**src/rtl/des_frame_rx.sv**
```systemverilog
// Frame receiver for the DES controller: one command byte followed by eight
// payload bytes, with an inter-byte timeout and overrun/bad-command reporting.
//
// state    | meaning
// ---------+--------------------------------------------------------------
// IDLE     | waiting for a command byte
// GET_DATA | collecting the 8 payload bytes, inter-byte timer running
// HOLD     | complete frame presented until the DES controller accepts it
module des_frame_rx #(
  parameter int TIMEOUT_CYCLES = 100000
) (
  input  logic        i_Clk,
  input  logic        i_Rst,
  input  logic        i_fRxDone,
  input  logic [7:0]  i_RxData,
  input  logic        i_fReady,
  output logic        o_fValid,
  output logic [1:0]  o_Cmd,
  output logic [63:0] o_Data,
  output logic        o_fErr,
  output logic [1:0]  o_ErrCode,
  output logic        o_fBusy
);

  localparam int TW = (TIMEOUT_CYCLES > 2) ? $clog2(TIMEOUT_CYCLES) : 1;
  localparam logic [TW-1:0] TIMER_MAX = TW'(TIMEOUT_CYCLES - 1);

  localparam logic [1:0] ERR_CMD     = 2'd1;
  localparam logic [1:0] ERR_TIMEOUT = 2'd2;
  localparam logic [1:0] ERR_OVERRUN = 2'd3;

  typedef enum logic [1:0] {
    IDLE     = 2'd0,
    GET_DATA = 2'd1,
    HOLD     = 2'd2
  } state_t;

  state_t        state_q, state_d;
  logic [2:0]    cnt_q, cnt_d;
  logic [TW-1:0] timer_q, timer_d;
  logic [1:0]    cmd_q, cmd_d;
  logic [63:0]   data_q, data_d;
  logic          err_q, err_d;
  logic [1:0]    err_code_q, err_code_d;

  always_ff @(posedge i_Clk or posedge i_Rst) begin
    if (i_Rst) begin
      state_q    <= IDLE;
      cnt_q      <= '0;
      timer_q    <= '0;
      cmd_q      <= '0;
      data_q     <= '0;
      err_q      <= 1'b0;
      err_code_q <= '0;
    end else begin
      state_q    <= state_d;
      cnt_q      <= cnt_d;
      timer_q    <= timer_d;
      cmd_q      <= cmd_d;
      data_q     <= data_d;
      err_q      <= err_d;
      err_code_q <= err_code_d;
    end
  end

  always_comb begin
    state_d    = state_q;
    cnt_d      = cnt_q;
    timer_d    = timer_q;
    cmd_d      = cmd_q;
    data_d     = data_q;
    err_d      = 1'b0;
    err_code_d = err_code_q;

    case (state_q)
      IDLE: begin
        if (i_fRxDone) begin
          if (i_RxData[7:2] == 6'd0) begin
            cmd_d   = i_RxData[1:0];
            cnt_d   = '0;
            timer_d = '0;
            data_d  = '0;
            state_d = GET_DATA;
          end else begin
            err_d      = 1'b1;
            err_code_d = ERR_CMD;
          end
        end
      end

      GET_DATA: begin
        // A strobe on the terminal timer cycle still counts as in time.
        if (i_fRxDone) begin
          data_d  = {data_q[55:0], i_RxData};
          cnt_d   = cnt_q + 3'd1;
          timer_d = '0;
          if (cnt_q == 3'd7) begin
            state_d = HOLD;
          end
        end else if (timer_q == TIMER_MAX) begin
          err_d      = 1'b1;
          err_code_d = ERR_TIMEOUT;
          cnt_d      = '0;
          timer_d    = '0;
          data_d     = '0;
          state_d    = IDLE;
        end else begin
          timer_d = timer_q + TW'(1);
        end
      end

      HOLD: begin
        if (i_fRxDone) begin
          err_d      = 1'b1;
          err_code_d = ERR_OVERRUN;
        end
        if (i_fReady) begin
          state_d = IDLE;
        end
      end

      default: begin
        state_d = IDLE;
      end
    endcase
  end

  assign o_fValid  = (state_q == HOLD);
  assign o_fBusy   = (state_q != IDLE);
  assign o_Cmd     = cmd_q;
  assign o_Data    = data_q;
  assign o_fErr    = err_q;
  assign o_ErrCode = err_code_q;

endmodule

```
**config.mk**
```make
export PLATFORM = sky130hd
export DESIGN_NAME = des_frame_rx
export DESIGN_NICKNAME = d
export VERILOG_FILES = /design/src/rtl/des_frame_rx.sv
export SDC_FILE = /design/constraint.sdc
export NUM_CORES = 1
export LEC_CHECK = 0
export BUFFER_PORTS_ARGS = -buffer_cell sky130_fd_sc_hd__buf_2
export CORE_MARGIN = 10
export CORE_UTILIZATION = 59
export DETAILED_ROUTE_END_ITERATION = 7
export PLACE_DENSITY = 0.9
export SYNTH_ARGS = -nofsm -noshare
export SYNTH_HDL_FRONTEND = slang
export SYNTH_SLANG_ARGS = --single-unit
export TNS_END_PERCENT = 30
```
**constraint.sdc**
```tcl
create_clock -name i_Clk -period 9.8 [get_ports i_Clk]
set_clock_uncertainty 0.15 [all_clocks]
set_input_delay 1.96 -clock i_Clk [delete_from_list [all_inputs] [get_ports i_Clk]]
set_output_delay 1.96 -clock i_Clk [all_outputs]
set_load 0.03 [all_outputs]
```
# Word-level counts from Yosys, hierarchy flattened
# Index checks and enable logic that the tools add are counted.
[classes]
addsub = 2
n_eq_ne = 13
mux = 34
n_reduce_logical = 10
[op_table]
columns = ["operator", "n"]
rows = [
  ["$mux W64", 4],
  ["$pmux W64 S2", 1],
  ["$mux W17", 4],
  ["$pmux W17 S2", 1],
  ["$mux W2", 11],
  ["$add A17 B1 Y17 const B", 1],
  ["$eq A17 B17 Y1 const B", 1],
  ["$ne A2 B2 Y1 const B", 7],
  ["$mux W3", 4],
  ["$pmux W2 S3", 2],
  ["$logic_not A6 Y1", 1],
  ["$ne A3 B3 Y1 const B", 2],
  ["$pmux W3 S2", 1],
  ["$reduce_and A3 Y1", 2],
  ["$reduce_and A6 Y1", 1],
  ["$mux W1", 5],
  ["$reduce_and A5 Y1", 1],
  ["$reduce_and A4 Y1", 1],
  ["$reduce_bool A2 Y1", 2],
  ["$add A3 B1 Y3 const B", 1],
  ["$eq A3 B3 Y1 const B", 1],
  ["$pmux W1 S3", 1],
  ["$reduce_bool A3 Y1", 1],
  ["$eq A2 B1 Y1 const B", 1],
  ["2 further kinds", 2],
]
[word_totals]
reg_bits = 91
inputBits = 12
output_inout_bits = 71
word_cells = 66

# Logic depth before layout (Yosys ltp)
# Gate-level depths: netlist of the first run.
[depth]
word_depth = 4
depth_mapped = 8
ltp_nobuf = 7

# Least setup slack after synthesis of the first run
# No wires, ideal clock.
[synth_path]
path_type = "input to register"
from = "input port i_RxData[7]"
to = "register data_q[50], in the netlist o_Data[50]"
setup_time_ns = 0.121
arrival_time_ns = 3.593
t_required_ns = 9.529
path_slack_ns = 5.936
cell_stages = 7
path_buffers = 2
path_cell_list = "or4_4 > or3_4 > o22ai_4 > nand2_4 > buf_6 > buf_8 > a22o_1"
[synth_between]
elab_chain_len = 3
[synth_lines]
columns = ["item", "line", "source"]
rows = [
  ["from (decl)", "15", "input logic [7:0] i_RxData,"],
  ["$logic_not A6 Y1", "78", "if (i_RxData[7:2] == 6'd0) begin"],
  ["$ne A2 B2 Y1 (no source line)", "-", ""],
  ["$reduce_and A4 Y1 (no source line)", "-", ""],
  ["to (signal assigned)", "60", "data_q <= data_d;"],
  ["to (decl)", "42", "logic [63:0] data_q, data_d;"],
]
# No other way between the ends.
# A chain may end at the register's enable or synchronous reset.

# Final worst setup path of the first run
[layout_path]
from = "input port i_RxData[7]"
to = "register cnt_q[0]"
[layout_between]
elab_chain_len = 3
[layout_lines]
columns = ["item", "line", "source"]
rows = [
  ["$logic_not A6 Y1", "78", ""],
  ["$ne A2 B2 Y1 (no source line)", "-", ""],
  ["$reduce_and A4 Y1 (no source line)", "-", ""],
  ["to (signal assigned)", "57", "cnt_q <= cnt_d;"],
  ["to (decl)", "39", "logic [2:0] cnt_q, cnt_d;"],
]
# No other way between the ends.

==> reports/results.ini, run 1 <==
[yosys]
synth_flop_cell=dfrtp_1
yosysWarnings=0
async_reset_ff_share_pct=100
synth_edf_count=0
syn-num-nets=446
syn_avg_cell_area_sq_um=9.75
ys_types=41
ys_ff_latch=91
synthCells=426
ys_seq_area_share_pct=54.8
syn_area_sq_um=4150

[power_and_ir_drop]
leakage_nw=2.24
power.density_nw_per_um2=159
p_total_mw=0.756
ir_drop_mv=0.0947

[cells_and_area]
syn_to_final_growth_pct=14.5
final_cell_mix=dfrtp_1 (91), o21ai_0 (87), buf_2 (82), nand2_1 (72), o21ai_1 (23)
drive_gt1_share_pct=23.1
num-nets-final=510
n_antenna_cell=0
layout_commonest_cell=dfrtp_1
nFillCells=529

[die]
initial_core_util_pct=60.8
num_io_pins=83
dieHeight_microns=104
core.rowCount=30
die_area_sq_um=10800
core-area_sq_um=6830
die_x_microns=104

[sta]
holdWs_ns=0.358
rsz0062_at_grt=false
min_period_ns=4.07
setup_viol=0
drv_slew=0
fmax_mhz=246
timing.setup.tns_ns=0
slew_headroom_pct=26.0
finalHoldViolations=0
min_period_over_period_pct=41.5
worst_slack_ns=5.73
worst_slew_pin_slew_ns=1.11

[worst_setup_path]
cpPeakStageDelay_ns=0.56
arrival_ns=4.15
reg2reg_slack_ns=6.99
worstSetupEndpointType=flop
startpoint_type=input pin
worstReg2RegStart=timer_q[8]
startpoint=i_RxData[7]
r2r_end=cnt_q[0]
path_max_fanout=67
criticalPathCategory=input pin to flop
crit_required_ns=9.88
crit_slowest_cell=or4_4
r2r_cells=5
cp_cell_sequence=buf_2 > or4_4 > or3_4 > o22ai_4 > nand2_4 > mux2_2

[placed_design]
dp_slack_ns=5.40
gp_congestion=0.861
hpwl_mm=6.50
io_buffers=82

[drt]
drc=0
ant_nets=0
drt_iter0_drc=383
first_pass_iters=5
vias=3537
vias_per_cell=6.01
wl_mm=9.86
wl_per_cell_microns=16.7

[min_path]
holdPathEnd=o_ErrCode[1]
hold_depth=1
min-delay-start=o_ErrCode[1]
hold_path_class=flop to flop

[grt]
grt_max_degree=92
grt_pass1_vias=3400
grt_remaining_overflow=0
antenna_found_initial=0
grt_use_total_pct=17.7
grt_pass1_wl_mm=16.4

[clock_network]
postCtsSetupBuffers=0
max-clock-path-buffers=2
cts_buffers=9
path_clk_slew_ns=0.08
cts_resized=0
cts_hold_buffers=0
clkSinkCount=91
cts_tree=done
clk_latency_ns=0.36
cts_root_buffer=clkbuf_8
h-tree-depth=3

[job]
max_cap_viol_count=0

[outcome]
status=completed

state kept, by name (all words and copies together) (netlist names):
| name | flops |
|---|---|
| o_ErrCode | 2 |
| o_Data | 64 |
| o_fErr | 1 |
| cnt_q | 3 |
| state_q | 2 |
| o_Cmd | 2 |
| timer_q | 17 |
through the flow:
stage	std cells	util (%)	instance area, sq um
CTS	589	69.7	4760
global placement	575	66.9	4570
finish	589	69.7	4760
detailed placement	575	66.9	4570
global route	589	69.7	4760
floorplan	426	-	4150
how the worst max path moves through the flow:
stage	to	slack (ns)	depth (start not counted)
after floorplan	cnt_q[0]	5.33	1
after global placement	cnt_q[0]	5.46	6
after detailed placement	cnt_q[0]	5.40	6
after CTS	cnt_q[0]	5.77	6
after global routing	cnt_q[0]	5.63	6
final	cnt_q[0]	5.73	6
cells by family (layout without fill, tap and decap cells):
group	after synthesis	after routing	share of synthesized area, %
simple gates	121	121	14.0
mux	6	6	1.57
buf+inv	39	106	4.43
flops	91	91	54.8
fa+ha+maj	8	8	2.41
compound gates	161	161	22.8
report_power, final:
| group | total (mW) | internal (mW) | switching (mW) |
|---|---|---|---|
| combinational | 0.108 | 0.0283 | 0.0798 |
| sequential | 0.400 | 0.388 | 0.0121 |
| clock | 0.248 | 0.117 | 0.131 |
layer usage:
layer / global-route usage (%) / share of wire, % / vias up
li1: - / - / 1645
met4: 4.77 / 0.97 / 0
met5: 0 / 0 / -
met3: 6.51 / 7.6 / 10
met1: 24.2 / 45 / 1733
met2: 25.8 / 46 / 149
worst max-delay path, delay by kind of cell:
kind / cells / cell delay (ns)
and+or+nand+nor: 3 / 1.36
muxes: 1 / 0.43
AOI/OAI and AO/OA: 1 / 0.28
buffers and inverters: 1 / 0.10
cell usage after synthesis (all sizes together), types with 3 or more instances:
cell type  count  area (sq um)
nand4          3          18.8
a21o           4          30.0
a41oi          3          26.3
ha             8           100
and3           4          25.0
nand3         19          95.1
clkbuf        25          93.8
nand2         73           282
o21ai        110           551
a31oi          8          50.1
nor3           3          20.0
buf            7          63.8
dfrtp         91          2280
o311ai         8          70.1
inv            7          26.3
mux2           4          45.0
a22o          14           123
nor2           6          22.5
a21oi          9          48.8
final cells by class:
cell class / count / area, sq um / area share, %
clock inverters: 5 / 63.8 / 1.34
inverters: 7 / 27.5 / 0.578
multi-input cells: 296 / 1710 / 36.0
repair buffers: 85 / 433 / 9.10
clock buffers: 9 / 124 / 2.60
flip-flops and latches: 91 / 2280 / 47.9
well taps: 96 / 120 / 2.52
Note: power is estimated with default switching activity, not from simulation.
==> inputs of run 2 (changes only) <==
--- a/config.mk
+++ b/config.mk
@@ -7,9 +7,9 @@
 export LEC_CHECK = 0
 export BUFFER_PORTS_ARGS = -buffer_cell sky130_fd_sc_hd__buf_2
 export CORE_MARGIN = 10
-export CORE_UTILIZATION = 59
+export CORE_UTILIZATION = 55
 export DETAILED_ROUTE_END_ITERATION = 7
-export PLACE_DENSITY = 0.9
+export PLACE_DENSITY = 0.85
 export SYNTH_ARGS = -nofsm -noshare
 export SYNTH_HDL_FRONTEND = slang
 export SYNTH_SLANG_ARGS = --single-unit
==> constraint.sdc (replaced) <==
create_clock -name i_Clk -period 3.9 [get_ports i_Clk]
set_clock_uncertainty 0.15 [all_clocks]
set_input_delay 0.78 -clock i_Clk [delete_from_list [all_inputs] [get_ports i_Clk]]
set_output_delay 0.78 -clock i_Clk [all_outputs]
set_load 0.03 [all_outputs]
==> reports/results.ini, run 2 (synthesized netlist as in run 1, its figures left out) <==
[placed_design]
io_buffers=82
gp_congestion=0.809
hpwl_mm=6.83

[clock_network]
clk_latency_ns=0.35
cts_tree=done
cts_buffers=9
cts_root_buffer=clkbuf_8
clkSinkCount=91
cts_resized=0
path_clk_slew_ns=0.09
cts_hold_buffers=0
postCtsSetupBuffers=0
h-tree-depth=3
max-clock-path-buffers=2

[cells_and_area]
largest_register_ffs=64
drive_gt1_share_pct=23.5
syn_to_final_growth_pct=15.0
final_cell_mix=dfrtp_1 (91), o21ai_0 (87), buf_2 (82), nand2_1 (72), o21ai_1 (23)
n_antenna_cell=0
utilization_pct=65.5
layout_commonest_cell=dfrtp_1
num-nets-final=512

[worst_setup_path]
timing.critical_path.buf_inv=1
arrival_ns=2.93
cpPeakStageDelay_ns=0.56
path_max_fanout=67
worstSetupEndpointType=flop
criticalPathCategory=input pin to flop
path_delay_family=simple AND/OR/NAND/NOR gates
startpoint_type=input pin
crit_slowest_cell=or4_4
crit_required_ns=3.98
reg2reg_slack_ns=1.11
cp_cell_sequence=buf_2 > or4_4 > or3_4 > o22ai_4 > nand2_4 > mux2_2

[sta]
timing.setup.tns_ns=0
worst_slew_pin_slew_ns=0.927
min_period_over_period_pct=73.0
setup_viol=0
finalHoldViolations=0
fmax_mhz=351
slew_headroom_pct=38.2
drv_slew=0
min_period_ns=2.85
rsz0062_at_grt=false

[die]
core-area_sq_um=7290
dieHeight_microns=107
num_io_pins=83
die_x_microns=107
core.rowCount=31
initial_core_util_pct=57.0
die_area_sq_um=11400

[grt]
grt_use_total_pct=17.2
antenna_found_initial=0
grt_pass1_vias=3399
grt_pass1_wl_mm=16.5
grt_remaining_overflow=0
grt_max_degree=68

[drt]
drc=0
vias=3498
drt_iter0_drc=307
first_pass_iters=4
ant_nets=0
wl_mm=9.89
vias_per_cell=5.87
wl_per_cell_microns=16.6

[min_path]
hold_path_class=flop to flop

[power_and_ir_drop]
power.density_nw_per_um2=393
ir_drop_mv=0.227
leakage_nw=2.25

[job]
max_cap_viol_count=0

[outcome]
status=completed

==> run 2: cell count changes in the layout (fill, tap and decap cells not counted) <==
cell / previous run / this run
buf_4: 3 / 5
bufinv_16: 1 / 0
clkbuf_1: 0 / 1
clkbuf_8: 9 / 11
clkinv_4: 1 / 2
inv_6: 2 / 1
==> run 2: metal layers <==
metal	global-route usage (%)	part of all wire, %	vias up
met2	26.3	47	121
met5	0	0	-
met1	23.1	44	1699
met4	5.71	1.4	0
li1	-	-	1665
met3	4.85	7.5	13
==> run 2: final timing paths <==
kind	start	end	cells past startpoint
worst max-delay path	i_RxData[7]	cnt_q[0]	6
worst min-delay path	o_Data[60]	o_Data[60]	1
min in group asynchronous	i_Rst	o_Data[22]	2
worst min register to register	o_Data[60]	o_Data[60]	1
max in group asynchronous	i_Rst	o_Data[51]	3
worst max register to register	timer_q[0]	o_Data[5]	7
==> run 2: layout make-up <==
cell class,instances,area (sq um)
clock buffer,12,155
clock inverter,4,33.8
fill,629,2510
inverter,7,27.5
multi-input combinational,296,1710
sequential,91,2280
tap,99,124
timing repair buffer,87,448
==> run 2: stage by stage <==
stage	hold WS [ns]	total power [mW]	setup WS, ns	cells	area [sq um]
after CTS	0.365	1.89	1.04	596	4780
after detailed placement	0.336	1.30	0.671	580	4590
after global routing	0.371	1.96	0.919	596	4780
after global placement	0.327	1.29	0.714	580	4590
after floorplan	0.326	1.22	0.606	426	4150
final	0.357	1.88	1.05	596	4780
==> run 2: report_power, final <==
part / total, mW / internal [mW] / switching [mW]
Combinational: 0.269 / 0.0714 / 0.198
Clock: 0.606 / 0.272 / 0.334
Sequential: 1.00 / 0.976 / 0.0283
